--- src/rtl/data_cache.sv ---
// data_cache: direct-mapped, write-through, no-write-allocate data cache in
// front of a slow internal backing RAM. One word per line. busy stalls the
// core on read misses and on every write.
// Optional build macro: DCACHE_STATS_EN adds saturating hits/misses counters.
module data_cache #(
  parameter int NBITS     = 8,
  parameter int NLINES    = 8,
  parameter int MISS_LAT  = 4,
  parameter int WRITE_LAT = 2
) (
  input  logic             clock,
  input  logic             reset,
  input  logic             MemRead,
  input  logic             MemWrite,
  input  logic [NBITS-1:0] Address,
  input  logic [NBITS-1:0] WriteData,
  output logic [NBITS-1:0] ReadData,
  output logic             busy
`ifdef DCACHE_STATS_EN
  ,
  output logic [15:0]      hits,
  output logic [15:0]      misses
`endif
);

  localparam int IDX_W   = $clog2(NLINES);
  localparam int TAG_W   = NBITS - IDX_W;
  localparam int CNT_MAX = (MISS_LAT > WRITE_LAT) ? MISS_LAT : WRITE_LAT;
  localparam int CNT_W   = $clog2(CNT_MAX + 1);

  typedef enum logic [1:0] {
    IDLE  = 2'd0,
    RMISS = 2'd1,
    WBUSY = 2'd2,
    WDONE = 2'd3
  } state_t;

  state_t           state, state_next;
  logic [CNT_W-1:0] cnt, cnt_next;

  // Line storage and backing RAM
  logic [NLINES-1:0] line_valid;
  logic [TAG_W-1:0]  line_tag  [NLINES];
  logic [NBITS-1:0]  line_data [NLINES];
  logic [NBITS-1:0]  backing   [2**NBITS];

  // Request captured at acceptance so an in-flight operation completes even
  // if the core drops or changes its request.
  logic [NBITS-1:0] req_addr;
  logic [NBITS-1:0] req_wdata;

  logic             accept;
  logic             fill_en;
  logic             wr_en;
  logic             busy_raw;
  logic [NBITS-1:0] rdata_raw;

  // Lookup on the live address (IDLE) and on the captured address (WBUSY/RMISS)
  logic [IDX_W-1:0] cur_idx, req_idx;
  logic [TAG_W-1:0] cur_tag, req_tag;
  logic             cur_hit, req_hit;

  assign cur_idx = Address[IDX_W-1:0];
  assign cur_tag = Address[NBITS-1:IDX_W];
  assign cur_hit = line_valid[cur_idx] && (line_tag[cur_idx] == cur_tag);
  assign req_idx = req_addr[IDX_W-1:0];
  assign req_tag = req_addr[NBITS-1:IDX_W];
  assign req_hit = line_valid[req_idx] && (line_tag[req_idx] == req_tag);

  // State and latency counter register
  always_ff @(posedge clock or negedge reset) begin
    // NOTE: non-blocking assignments so every register samples pre-edge values.
    if (!reset) begin
      state <= IDLE;
      cnt   <= '0;
    end else begin
      state <= state_next;
      cnt   <= cnt_next;
    end
  end

  // Next-state, counter and combinational outputs
  always_comb begin
    // NOTE: every variable gets a default first, so no path can infer a latch.
    state_next = state;
    cnt_next   = cnt;
    busy_raw   = 1'b0;
    rdata_raw  = '0;
    accept     = 1'b0;
    fill_en    = 1'b0;
    wr_en      = 1'b0;
    unique case (state)
      IDLE: begin
        if (MemWrite) begin
          busy_raw   = 1'b1;
          accept     = 1'b1;
          cnt_next   = CNT_W'(WRITE_LAT - 1);
          state_next = WBUSY;
        end else if (MemRead) begin
          if (cur_hit) begin
            rdata_raw = line_data[cur_idx];
          end else begin
            busy_raw   = 1'b1;
            accept     = 1'b1;
            cnt_next   = CNT_W'(MISS_LAT - 1);
            state_next = RMISS;
          end
        end
      end
      RMISS: begin
        busy_raw = 1'b1;
        if (cnt == '0) begin
          fill_en    = 1'b1;
          state_next = IDLE;
        end else begin
          cnt_next = cnt - 1'b1;
        end
      end
      WBUSY: begin
        busy_raw = 1'b1;
        if (cnt == '0) begin
          wr_en      = 1'b1;
          state_next = WDONE;
        end else begin
          cnt_next = cnt - 1'b1;
        end
      end
      WDONE: begin
        state_next = IDLE;
      end
      default: begin
        state_next = IDLE;
      end
    endcase
  end

  // Outputs are forced low while reset is asserted, independent of the clock
  // and of whatever request the core is still holding.
  assign busy     = reset & busy_raw;
  assign ReadData = reset ? rdata_raw : '0;

  // Capture the request when it is accepted in IDLE
  always_ff @(posedge clock or negedge reset) begin
    if (!reset) begin
      req_addr  <= '0;
      req_wdata <= '0;
    end else if (accept) begin
      req_addr  <= Address;
      req_wdata <= WriteData;
    end
  end

  // Valid bits: cleared by reset, set on a fill
  always_ff @(posedge clock or negedge reset) begin
    if (!reset) begin
      line_valid <= '0;
    end else if (fill_en) begin
      line_valid[req_idx] <= 1'b1;
    end
  end

  // Line tag/data and backing RAM updates
  always_ff @(posedge clock) begin
    // NOTE: storage arrays carry no reset; valid bits alone decide what is live.
    if (fill_en) begin
      line_tag[req_idx]  <= req_tag;
      line_data[req_idx] <= backing[req_addr];
    end
    if (wr_en) begin
      backing[req_addr] <= req_wdata;
      if (req_hit) begin
        line_data[req_idx] <= req_wdata;
      end
    end
  end

`ifdef DCACHE_STATS_EN
  logic refill;
  logic stat_hit;
  logic stat_miss;

  assign stat_miss = (state == IDLE) && !MemWrite && MemRead && !cur_hit;
  assign stat_hit  = (state == IDLE) && !MemWrite && MemRead && cur_hit;

  // Saturating hit/miss counters; the hit right after a fill is not counted
  always_ff @(posedge clock or negedge reset) begin
    if (!reset) begin
      hits   <= '0;
      misses <= '0;
      refill <= 1'b0;
    end else begin
      refill <= fill_en;
      if (stat_miss && (misses != '1)) begin
        misses <= misses + 1'b1;
      end
      if (stat_hit && !refill && (hits != '1)) begin
        hits <= hits + 1'b1;
      end
    end
  end
`endif

endmodule

--- config.mk ---
export PLATFORM = sky130hd
export DESIGN_NAME = data_cache
export DESIGN_NICKNAME = d
export VERILOG_FILES = /design/src/rtl/data_cache.sv
export SDC_FILE = /design/constraint.sdc
export NUM_CORES = 2
export LEC_CHECK = 0
export CORE_ASPECT_RATIO = 2
export CORE_MARGIN = 2
export CORE_UTILIZATION = 39
export CTS_CLUSTER_SIZE = 28
export DETAILED_ROUTE_END_ITERATION = 8
export DONT_BUFFER_PORTS = 1
export PLACE_DENSITY_LB_ADDON = 0.1
export SLEW_MARGIN = 40
export SYNTH_ARGS = -nofsm -noshare
export SYNTH_HDL_FRONTEND = slang
export SYNTH_SLANG_ARGS = --single-unit
--- constraint.sdc ---
create_clock -name clock -period 3.7 [get_ports clock]
set_input_delay 0.74 -clock clock [delete_from_list [all_inputs] [get_ports clock]]
set_output_delay 0.74 -clock clock [all_outputs]
set_load 0.005 [all_outputs]
* Word-level counts from Yosys, hierarchy flattened
Memory sizes are Yosys's and may differ from the RTL's.
Index checks and enable logic that the tools add are counted.
W data, S select, Z words.
** Cells by class
- Add/sub/neg operators :: 1
- $lt $le $gt $ge :: 3
- Equal/unequal tests :: 10
- Multiplexer cells :: 38
- Bitwise logic cells :: 3
- Reduce and logical (&&, ||, !) cells :: 9
** Operator list (count)
- $mux W8 :: 6
- $mux W1 :: 17
- $mux W3 :: 4
- $eq A5 B5 Y1 :: 2
- $mux W2 :: 5
- $lt A3 B4 Y1 const B :: 2
- $or A8 B8 Y8 :: 1
- $pmux W2 S4 :: 1
- $reduce_and A4 Y1 :: 2
- $bmux W1 S3 :: 2
- $ne A2 B2 Y1 const B :: 3
- $ne A3 B3 Y1 const B :: 2
- $pmux W3 S2 :: 1
- $eq A2 B2 Y1 const B :: 2
- $demux W1 S3 :: 1
- $ge A3 B1 Y1 const B :: 1
- $logic_and A1 B1 Y1 :: 3
- $logic_not A3 Y1 :: 1
- $sub A3 B1 Y3 const B :: 1
- $eq A2 B1 Y1 const B :: 1
- $logic_not A2 Y1 :: 1
- $pmux W1 S2 :: 1
- $reduce_bool A2 Y1 :: 1
- $reduce_or A2 Y1 :: 1
- 2 further kinds :: 2
** Word-level totals
- Flip-flop bits (word level) :: 29
- Bits in writable memories :: 2152
- Input port bits :: 20
- Output and inout bits :: 9
- Word-level logic and storage cells :: 72
- Memories kept :: 3
** Memory list
- backing :: depth 256, bits a word 8, rd ports 1, clocked after Yosys merged registers in 0, write ports 1, RTL line 45 : logic [NBITS-1:0] backing [2**NBITS];
- line_data :: depth 8, bits a word 8, rd ports 1, clocked after Yosys merged registers in 0, write ports 1, RTL line 44 : logic [NBITS-1:0] line_data [NLINES];
- line_tag :: depth 8, bits a word 5, rd ports 2, clocked after Yosys merged registers in 0, write ports 1, RTL line 43 : logic [TAG_W-1:0] line_tag [NLINES];

* Depth between registers and ports, before layout
- Depth after elaboration :: 8
- Depth in mapped cells :: 13
- Gate-level depth less buffers :: 8

* Worst setup path after synthesis
No wires, ideal clock.
- Kind :: register to register
- Start point :: register req_wdata[2]
- End point :: memory line_data[0][2] (data pin)
- Library setup time :: 0.243 ns
- Arrival :: 3.795 ns
- Required time :: 3.457 ns
- Setup slack :: -0.338 ns
- Stages on the path, launching flop included :: 3
- Buffers on the path :: 0
- Period minus slack after synthesis :: 4.038 ns
- Cells stage by stage :: dfrtp_1 > nor2_1 > a41oi_1
** On the way
- Word-level cells in the longest chain between the ends :: 1
** RTL lines
- start, declared :: RTL line 50 : logic [NBITS-1:0] req_wdata;
- start signal, assigned :: RTL line 149 : req_wdata <= WriteData;
- $mux W8 (no line)
- end, declared :: RTL line 44
No other way between the ends.

* Worst setup path after layout
- Start point :: register req_addr[5]
- End point :: memory line_data[7][6] (data pin)
** On the way
- Word-level cells in the longest chain between the ends :: 6
- Elaborated cells on any way between the ends :: 7
- Classes of those cells :: eq/ne (1); mux (4); reduce/logical (1); memory (1)
** RTL lines
- start, declared :: RTL line 49 : logic [NBITS-1:0] req_addr;
- start signal, assigned :: RTL line 148 : req_addr <= Address;
- branches (longest 5 deep; another with $mem_v2 Z256 W8)
- $mux W8 (no line) (*)
Mark *: on every way between the ends.

==> metrics.yaml <==
setup_path:
  critPathLaunchType: "flip-flop"
  arrival_ns: 4.42
  cp_num_buf_inv: 1
  critPathTopFamily: "simple AND/OR/NAND/NOR gates"
  crit_required_ns: 4.35
  cp_cell_sequence: "nor2b_1 -> buf_4 -> nand2_1 -> nor3_1 -> nor4_1 -> nand4_1 -> o22a_1"
  crit_path_max_fanout: 19
  crit_type: "reg -> reg"
  crit_path_end_kind: "flip-flop"
  cp_slowest_stage_delay_ns: 0.91
  critPathSlowestCell: "nor3_1"
yosys:
  synth-edff-count: 2152
  ys.flop_type: "edfxtp_1"
  yosysMostFrequentCell: "edfxtp_1"
  synth_top_family_by_area: "multiplexers"
  yosysSeqAreaShare: 0.760
  synth.avg_cell_area_sq_um: 21.2
  synth_top_area_share: 0.752
  synth_compound_area_frac: 0.0213
  synthDistinctLibCells: 78
  ys_top_cells_by_area: "edfxtp_1 75%, mux4_2 13%, mux2i_1 2.6%"
  synth_adder_area_share: 0.000873
  synth-seq-cells: 2181
  synth_xor_area_frac: 0.000713
  synthCells: 4049
  netlist_area_sq_um: 85900
  ys_warn_count: 0
  yosys.area_share.simple: 0.0308
  yosys.area.top_type: "edfxtp_1"
  ys_async_sr_fraction: 0.0133
  synth_commonest_cells: "2,152 x edfxtp_1, 507 x mux4_2, 336 x nor2_1"
  syn_nets: 4075
  synthMuxAreaShare: 0.167
clock_network:
  clk_pin_slew_ns: 0.06
  cts_root_buffer: "clkbuf_16"
  cts_max_level: 4
  clock_latency_ns: 0.86
  cts_tree: "built"
  cts_buffer_depth: 4
  tritoncts.num_buffers: 197
  cts_sinks: 2181
route:
  vias: 43732
  drt_drc_violations_left: 0
  firstDrtPassIters: 6
  via_per_inst: 5.78
  drtIter0Drc: 3994
  antenna_left: 0
  routed_wl_mm: 278
  wl_per_cell_um: 36.7
run_status:
  status: "complete, but fails checks"
  violations: "negative setup slack"
timing:
  holdWs_ns: 0.0473
  maxSlewHeadroom: 0.342
  rsz0062_at_grt: "false"
  setup_ws_ns: -0.0709
  final.period_utilization: 1.02
  finalSetupViolations: 8
  period_needed_ns: 3.77
  slew_viol_final: 0
  worst_pin_slew_ns: 0.979
  hold_viol: 0
  fmax_ghz: 0.265
  finClkSkew_ns: 0.0577
die:
  die-area_sq_um: 224000
  core_area_sq_um: 219000
  die_h_um: 668
  io_pins: 29
  initial_core_util: 0.393
  rows: 243
  fp.dieW_um: 336
placement:
  dp_hpwl_mm: 190
  gp_congestion: 0.894
  placed_cell_area_sq_um: 93600
  port_buffers: 0
final_layout:
  drive_gt1_frac: 0.329
  nets: 4628
  design_area_sq_um: 100000
  syn_to_final_growth_pct: 16.4
  n_fill_cell: 18610
grt:
  grt_pass1_wl_mm: 380
  grt_start_max_net_pins: 129
  grt_pass1_vias: 45431
  antenna_found_initial: 7
  grt-ovfl-total: 0
  grtUsageTotal: 0.249
pwr:
  p_per_area_nw_per_um2: 809
  power_mw: 80.9
  irDropWorstVdd_mv: 0.486
  total_leakage_power_nw: 32.1
job:
  max_cap_viol_count: 0
min_path:
  hold_path.class: "in -> reg"
==> power by group <==
part	switching [mW]	internal (mW)
sequential	1.05	31.3
clock	9.16	11.1
combinational	17.5	10.7
total	27.8	53.1
==> metrics by stage <==
step | cells | util | worst slack, ns | TNS (ns)
final | 7567 | 0.457 | -0.0709 | -0.560
after global routing | 7566 | 0.457 | 0.0108 | 0
after CTS | 7562 | 0.457 | 0.0140 | 0
after detailed placement | 7201 | 0.427 | -0.284 | -7.69
after global placement | 7196 | 0.426 | -0.684 | -10.62
after floorplan | 4049 | - | -0.304 | -80.08
==> final timing paths <==
kind | to | cells past startpoint | slack [ns] | startpoint
max in group asynchronous | req_wdata[7] | 2 | 3.12 | reset
hold / removal | req_addr[7] | 1 | 0.05 | Address[7]
setup reg to reg | line_data[7][6] | 7 | -0.07 | req_addr[5]
setup / recovery | line_data[7][6] | 7 | -0.07 | req_addr[5]
min in group asynchronous | line_valid[5] | 2 | 0.31 | reset
hold reg to reg | line_valid[4] | 1 | 0.50 | line_valid[4]
==> routing by layer <==
layer | GRT usage | routed length [um] | part of all wire
met4 | 0.143 | 19000 | 0.068
met3 | 0.0308 | 12500 | 0.045
met1 | 0.277 | 97300 | 0.35
met2 | 0.454 | 149000 | 0.54
met5 | 0 | 32 | 0.00012
==> registers in the layout (all words and copies together), names as in the netlist <==
register    count
state           2
cnt             3
line_valid      8
req_addr        8
backing      2048
line_tag       40
line_data      64
req_wdata       8
==> area by class of cell <==
type	count	area [sq um]	share of cell area
timing repair buffer	588	5510	0.0550
multi-input combinational	1621	19400	0.194
antenna	2	5.00	0.0000500
inverter	13	56.3	0.000563
clock inverter	106	940	0.00939
clock buffer	239	5190	0.0519
tap	2817	3520	0.0352
sequential	2181	65400	0.654
==> cell families after synthesis <==
family                     after synthesis
AOI/OAI and AO/OA                      251
xor gates and xnor gates                 7
adders and majority gates                6
buffers and inverters                  247
DFF                                   2181
muxes                                  765
and+or+nand+nor                        592
==> worst reg2reg max path, stage by stage (launching register included) <==
cell and delay [ns]:
dfrtp_2 0.72, nor2b_1 0.67, buf_4 0.27, nand2_1 0.32, nor3_1 0.92, nor4_1 0.13, nand4_1 0.23, o22a_1 0.32
==> timing repair <==
action | CTS | global route
pin swaps | 1 | 3
hold endpoints to repair | 39 | 0
hold buffers | 12 | 0
endpoints found under the setup margin | 57 | 18
buffers inserted | 4 | 3
resized for setup | 11 | 5
==> placed cells by master (no fill, tap or decap), types with 40 or more instances in the layout <==
cell type and count:
nor2_2 108, edfxtp_1 2152, buf_4 492, mux2i_1 217, nor2_1 229, buf_12 85
a22oi_1 56, mux4_2 507, clkinv_1 40, clkbuf_16 201, nand2_1 84
(Power assumes the default switching activity.)
